==> src/rtl/gamma_stream_coder.sv <==
// Multi-channel gamma coder: per-channel additive/LFSR generators with warm-up,
// XOR-encoding a valid/ready word stream through a one-deep output register.
module gamma_stream_coder #(
    parameter int unsigned      WIDTH    = 8,
    parameter int unsigned      CHANNELS = 4,
    parameter int unsigned      WARMUP   = 4,
    parameter logic [WIDTH-1:0] POLY     = 8'h1D,
    localparam int unsigned     CW       = (CHANNELS > 1) ? $clog2(CHANNELS) : 1
) (
    input  logic             clk,
    input  logic             rst,
    input  logic             key_load,
    input  logic [CW-1:0]    key_chan,
    input  logic [WIDTH-1:0] key_seed,
    input  logic [WIDTH-1:0] key_step,
    input  logic             key_mode,
    input  logic             start,
    input  logic             stop,
    output logic             busy,
    input  logic             in_valid,
    output logic             in_ready,
    input  logic [CW-1:0]    in_chan,
    input  logic [WIDTH-1:0] in_data,
    output logic             out_valid,
    input  logic             out_ready,
    output logic [CW-1:0]    out_chan,
    output logic [WIDTH-1:0] out_data,
    output logic [WIDTH:0]   out_gamma
);

    localparam int unsigned WCW = (WARMUP > 1) ? $clog2(WARMUP + 1) : 1;

    typedef enum logic [1:0] {StIdle, StWarm, StRun} state_e;

    state_e fsm_q, fsm_d;
    logic [WCW-1:0] warm_q;

    logic [WIDTH-1:0] state_q [CHANNELS];
    logic [WIDTH-1:0] state_d [CHANNELS];
    logic [WIDTH-1:0] step_q  [CHANNELS];
    logic [WIDTH-1:0] step_d  [CHANNELS];
    logic             mode_q  [CHANNELS];
    logic             mode_d  [CHANNELS];

    logic [WIDTH-1:0] step_next  [CHANNELS];
    logic [WIDTH:0]   step_gamma [CHANNELS];

    logic             out_valid_q;
    logic [CW-1:0]    out_chan_q;
    logic [WIDTH-1:0] out_data_q;
    logic [WIDTH:0]   out_gamma_q;

    logic             accept;
    logic             key_chan_ok;
    logic             in_chan_ok;
    logic [WIDTH:0]   sel_gamma;

    assign key_chan_ok = 32'(key_chan) < CHANNELS;
    assign in_chan_ok  = 32'(in_chan) < CHANNELS;

    // Combinational one-step lookahead for every channel; callers pick which to commit.
    for (genvar c = 0; c < CHANNELS; c++) begin : g_chan
        logic [WIDTH:0]   sum;
        logic [WIDTH-1:0] lfsr;
        assign sum  = {1'b0, state_q[c]} + {1'b0, step_q[c]};
        assign lfsr = state_q[c][WIDTH-1] ? ((state_q[c] << 1) ^ POLY) : (state_q[c] << 1);
        assign step_next[c]  = mode_q[c] ? lfsr : sum[WIDTH-1:0];
        assign step_gamma[c] = mode_q[c] ? {1'b0, lfsr} : sum;
    end

    // FSM state register
    always_ff @(posedge clk) begin
        if (rst) begin
            fsm_q <= StIdle;
        end else begin
            fsm_q <= fsm_d;
        end
    end

    // FSM next state
    always_comb begin
        fsm_d = fsm_q;
        case (fsm_q)
            StIdle: begin
                if (start) begin
                    fsm_d = (WARMUP > 0) ? StWarm : StRun;
                end
            end
            StWarm: begin
                if (warm_q == WCW'(WARMUP - 1)) begin
                    fsm_d = StRun;
                end
            end
            StRun: begin
                if (stop) begin
                    fsm_d = StIdle;
                end
            end
            default: fsm_d = StIdle;
        endcase
    end

    // FSM outputs
    always_comb begin
        busy     = (fsm_q != StIdle);
        in_ready = (fsm_q == StRun) && (!out_valid_q || out_ready);
    end

    assign accept = in_valid && in_ready;

    always_ff @(posedge clk) begin
        if (rst) begin
            warm_q <= '0;
        end else if (fsm_q == StWarm) begin
            warm_q <= warm_q + 1'b1;
        end else begin
            warm_q <= '0;
        end
    end

    always_comb begin
        state_d = state_q;
        step_d  = step_q;
        mode_d  = mode_q;
        if (fsm_q == StIdle && key_load && key_chan_ok) begin
            // An all-zero LFSR state would never leave zero.
            state_d[key_chan] = (key_mode && key_seed == '0) ? WIDTH'(1) : key_seed;
            step_d[key_chan]  = key_step;
            mode_d[key_chan]  = key_mode;
        end
        if (fsm_q == StWarm) begin
            state_d = step_next;
        end
        if (accept && in_chan_ok) begin
            state_d[in_chan] = step_next[in_chan];
        end
    end

    always_ff @(posedge clk) begin
        if (rst) begin
            for (int c = 0; c < CHANNELS; c++) begin
                state_q[c] <= '0;
                step_q[c]  <= '0;
                mode_q[c]  <= 1'b0;
            end
        end else begin
            state_q <= state_d;
            step_q  <= step_d;
            mode_q  <= mode_d;
        end
    end

    assign sel_gamma = in_chan_ok ? step_gamma[in_chan] : '0;

    always_ff @(posedge clk) begin
        if (rst) begin
            out_valid_q <= 1'b0;
            out_chan_q  <= '0;
            out_data_q  <= '0;
            out_gamma_q <= '0;
        end else if (accept) begin
            out_valid_q <= 1'b1;
            out_chan_q  <= in_chan;
            out_data_q  <= in_data ^ sel_gamma[WIDTH-1:0];
            out_gamma_q <= sel_gamma;
        end else if (out_ready) begin
            out_valid_q <= 1'b0;
        end
    end

    assign out_valid = out_valid_q;
    assign out_chan  = out_chan_q;
    assign out_data  = out_data_q;
    assign out_gamma = out_gamma_q;

endmodule

==> config.mk <==
export PLATFORM = sky130hd
export DESIGN_NAME = gamma_stream_coder
export DESIGN_NICKNAME = d
export VERILOG_FILES = /design/src/rtl/gamma_stream_coder.sv
export SDC_FILE = /design/constraint.sdc
export NUM_CORES = 1
export LEC_CHECK = 0
export CORE_UTILIZATION = 60
export DETAILED_ROUTE_END_ITERATION = 8
export PLACE_DENSITY = 0.83
export SYNTH_ARGS = -nofsm -noshare
export SYNTH_HDL_FRONTEND = slang
export SYNTH_SLANG_ARGS = --single-unit
==> constraint.sdc <==
create_clock -name clk -period 8.1 [get_ports clk]
set_clock_uncertainty 0.1 [all_clocks]
set_input_delay 2.43 -clock clk [delete_from_list [all_inputs] [get_ports clk]]
set_output_delay 2.43 -clock clk [all_outputs]
set_load 0.005 [all_outputs]
* Word level (Yosys, flattened, before mapping)
Index checks and enable logic that the tools add are counted.
Word-level totals: flip-flop bits (word level) 93, input port bits 36, output and inout bits 22, logic and storage cells 93
Operators by class: add/sub/neg operators 5, magnitude comparators 4, equality and inequality tests 6, muxes and demuxes 38, bitwise operators 8, reduce and logical (&&, ||, !) cells 14
Operator list (count):
- $bwmux W32 | 3
- $mux W32 | 3
- $mux W8 | 9
- $mux W9 | 6
- $add A8 B8 Y9 | 4
- $demux W8 S2 | 2
- $mux W5 | 4
- $bmux W9 S2 | 1
- $bmux W8 S2 | 1
- $not A4 Y4 | 4
- $logic_not A8 Y1 | 1
- $xor A8 B8 Y8 | 1
- $ge A3 B3 Y1 const B | 2
- $logic_and A1 B1 Y1 | 6
- $lt A3 B1 Y1 const B | 2
- $mux W2 | 3
- $ne A2 B2 Y1 const B | 3
- $not A2 Y3 | 2
- $pmux W2 S3 | 1
- $bwmux W4 | 1
- $reduce_bool A2 Y1 | 2
- $add A3 B1 Y3 const B | 1
- $eq A3 B2 Y1 const B | 1
- $mux W1 | 3
- 9 further kinds | 9

* Depth between registers and ports, before layout
word-level depth 10, mapped depth 10, depth with buffers taken out 9

* Least setup slack after synthesis
No wires, ideal clock.
path type input -> output, start point in out_ready, end point out in_ready, data arrival time 2760 ps, required time 5570 ps, slack 2810 ps, stages on the path 2, buffers on the path 0, path through nor2b_1 -> nor3b_1
Between the ends: longest elaborated chain between the ends 2
RTL lines:
- from (decl) | line 25 | input logic out_ready,
- $logic_or A1 B1 Y1 | line 106 | in_ready = (fsm_q == StRun) && (!out_valid_q || out_ready);
- $logic_and A1 B1 Y1 | line 106
- to (decl) | line 21 | output logic in_ready,
No other way between the ends.

* Final worst setup path
Same ends and word-level chain as after synthesis.

==> results.sh <==
export IMPL_dieWidth_microns=104.0
export IMPL_netlist_instances=805
export IMPL_route_detailed_drc=0
export IMPL_outcome="finished, final reports clean"
export IMPL_grt_max_degree=100
export IMPL_start_util=0.6294
export IMPL_clock_fmax_mhz=158.6
export IMPL_vias=6369
export IMPL_grt_pass1_wl_microns=29570
export IMPL_syn_area_per_cell_sq_um=7.748
export IMPL_crit_fanout=3
export IMPL_final_util=0.7043
export IMPL_layout_setup_ws_ns=1.793
export IMPL_end_kind="output pin"
export IMPL_cts_sinks=93
export IMPL_vdd_ir_drop_max_uv=93.36
export IMPL_p_leak_nw=2.675
export IMPL_place_gp_congestion=0.9307
export IMPL_period_needed_ns=6.307
export IMPL_final_cell_mix="nand2_1, dfxtp_1, a21oi_1"
export IMPL_met2_usage=0.5305
export IMPL_numCtsBuffers=9
export IMPL_hold_class="reg2reg"
export IMPL_fin_cells=963
export IMPL_final_nets=900
export IMPL_h_tree_depth=3
export IMPL_met1_usage=0.4582
export IMPL_placed_cell_area_sq_um=6783
export IMPL_clk_pin_slew_ns=0.10
export IMPL_final_common_cell="nand2_1"
export IMPL_grt_use_met3=0.06516
export IMPL_postCtsHoldBufs=0
export IMPL_ys_types=69
export IMPL_syn2layout_area_growth_pct=11.90
export IMPL_cp_start_kind="input port"
export IMPL_critPathArrivalTime_ns=3.78
export IMPL_fin_area_sq_um=6979
export IMPL_dieArea_sq_um=10810
export IMPL_yosysSeqAreaShare=0.2985
export IMPL_post_place_ws_ns=1.789
export IMPL_rsz0062_at_grt="false"
export IMPL_ys_warn_count=0
export IMPL_placementRows=36
export IMPL_cts_buffer_depth=2
export IMPL_synth_flop_cell="dfxtp_1"
export IMPL_coreArea_sq_um=9910
export IMPL_cap_viol_max_count=0
export IMPL_die_h_microns=104.0
export IMPL_first_global_vias=5737
export IMPL_place_inst=948
export IMPL_post_cts_setup_buffers=0
export IMPL_place_hpwl_microns=13410
export IMPL_clock_latency_ns=0.38
export IMPL_dr_pass1_iters=5
export IMPL_final_max_slew_violation_count=0
export IMPL_post_route_period_util=0.7786
export IMPL_post_drt_wl_per_cell_microns=19.60
export IMPL_hold_violations=0
export IMPL_drt_total_wl_microns=18880
export IMPL_synth_nets=879
export IMPL_antenna_left=0
export IMPL_num_io_pins=58
export IMPL_n_antenna_cell=0
export IMPL_finalSetupTns_ns=0
export IMPL_grtUsageTotal=0.3463
export IMPL_slew_headroom=0.2907
export IMPL_yosys_register_bits=93
export IMPL_synth_area_sq_um=6237
export IMPL_io_buffers=57
export IMPL_cts_resized=0
export IMPL_synth_edff_count=0
export IMPL_cp_required_ns=5.57
export IMPL_cts_root_buf="clkbuf_8"
export IMPL_worst_slew_pin_slew_ns=1.060
export IMPL_via_per_inst=6.614
export IMPL_setup_viol=0
export IMPL_tritoncts="built"
export IMPL_grt_busiest_layer="met2"
export IMPL_worstSetupPathType="in2out"
export IMPL_drive_above_1_share=0.05301
export IMPL_drt_iter0_markers=883
export IMPL_grt_antenna_before_repair=0
export IMPL_async_flop_share=0
export IMPL_powerDensity_nw_per_um2=155.0
export IMPL_overflow=0
[path summary, 6_finish.rpt]
kind	startpoint	endpoint	slack [ns]	cells after the start
worst min register to register	warm_q[0]	warm_q[0]	0.34	1
worst min-delay path	warm_q[0]	warm_q[0]	0.34	1
worst max register to register	state_q[8]	out_data[6]	4.77	9
worst max-delay path	out_ready	in_ready	1.79	4
[state kept, by name, summed over array words and instances (netlist names)]
| name | cells |
|---|---|
| warm_q | 3 |
| out_gamma | 9 |
| out_chan | 2 |
| mode_q | 4 |
| state_q | 32 |
| fsm_q | 2 |
| step_q | 32 |
| out_data | 8 |
| out_valid | 1 |
[routing by layer]
metal | share of wire | vias to the layer above
li1 | - | 2972
met3 | 0.12 | 79
met4 | 0.049 | 0
met1 | 0.39 | 2924
met2 | 0.44 | 394
met5 | 0 | -
[area by class of cell]
| class | instances | area (sq um) |
|---|---|---|
| tap | 133 | 166.4 |
| clock buffer | 9 | 123.9 |
| clock inverter | 6 | 72.57 |
| inverter | 9 | 33.78 |
| timing repair buffer | 60 | 588.1 |
| sequential | 93 | 1862 |
| fill | 827 | 2930 |
| multi-input combinational | 653 | 4133 |
[cell families (layout without fill, tap and decap cells)]
| logic type | count (synthesis) | in the layout | share of synthesized area |
|---|---|---|---|
| AO/OA/AOI/OAI | 211 | 211 | 0.2253 |
| XOR/XNOR | 22 | 22 | 0.03089 |
| adder cells (fa/ha/maj) | 38 | 38 | 0.08104 |
| buffers and inverters | 59 | 84 | 0.03892 |
| flip-flops | 93 | 93 | 0.2985 |
| multiplexers | 25 | 25 | 0.05075 |
| AND/OR/NAND/NOR | 357 | 357 | 0.2746 |
[per-stage QoR]
step / total power, mW / hold slack [ns]
floorplan: 0.6758 / 0.3084
global placement: 0.7458 / 0.3186
detailed placement: 0.7564 / 0.3339
CTS: 1.070 / 0.3484
global route: 1.120 / 0.3710
finish: 1.082 / 0.3449
[Yosys cell counts, types with 6 or more instances]
| cell type | count | share of area |
|---|---|---|
| nand2_1 | 166 | 0.10 |
| dfxtp_1 | 93 | 0.30 |
| a21oi_1 | 80 | 0.064 |
| nor2_1 | 59 | 0.036 |
| clkbuf_1 | 38 | 0.023 |
| nand3_1 | 36 | 0.029 |
| ha_1 | 34 | 0.068 |
| a211oi_1 | 31 | 0.037 |
| o21ai_0 | 23 | 0.018 |
| nor3_1 | 22 | 0.018 |
| mux2i_1 | 17 | 0.027 |
| xor2_1 | 15 | 0.021 |
| nor3b_1 | 14 | 0.017 |
| nor4b_1 | 10 | 0.014 |
| a21o_1 | 9 | 0.011 |
| a311oi_1 | 9 | 0.013 |
| inv_1 | 9 | 0.0054 |
| nand2b_1 | 8 | 0.0080 |
| o211ai_1 | 8 | 0.0096 |
| buf_2 | 7 | 0.0056 |
| nor4_1 | 7 | 0.0070 |
| o31ai_1 | 7 | 0.0084 |
| xnor2_1 | 7 | 0.0098 |
| and3_1 | 6 | 0.0060 |
[power by group]
group	total (mW)	switching [mW]	internal (mW)
Combinational	0.254	0.150	0.104
Clock	0.325	0.182	0.144
Sequential	0.502	0.0262	0.476
Total	1.08	0.358	0.724
[critical path, cell delays in order]
cell and delay (ns):
clkdlybuf4s50_1 0.46, nor2b_1 0.05, nor3b_1 0.28, clkdlybuf4s50_1 0.56
Note: power is estimated with default switching activity, not from simulation.
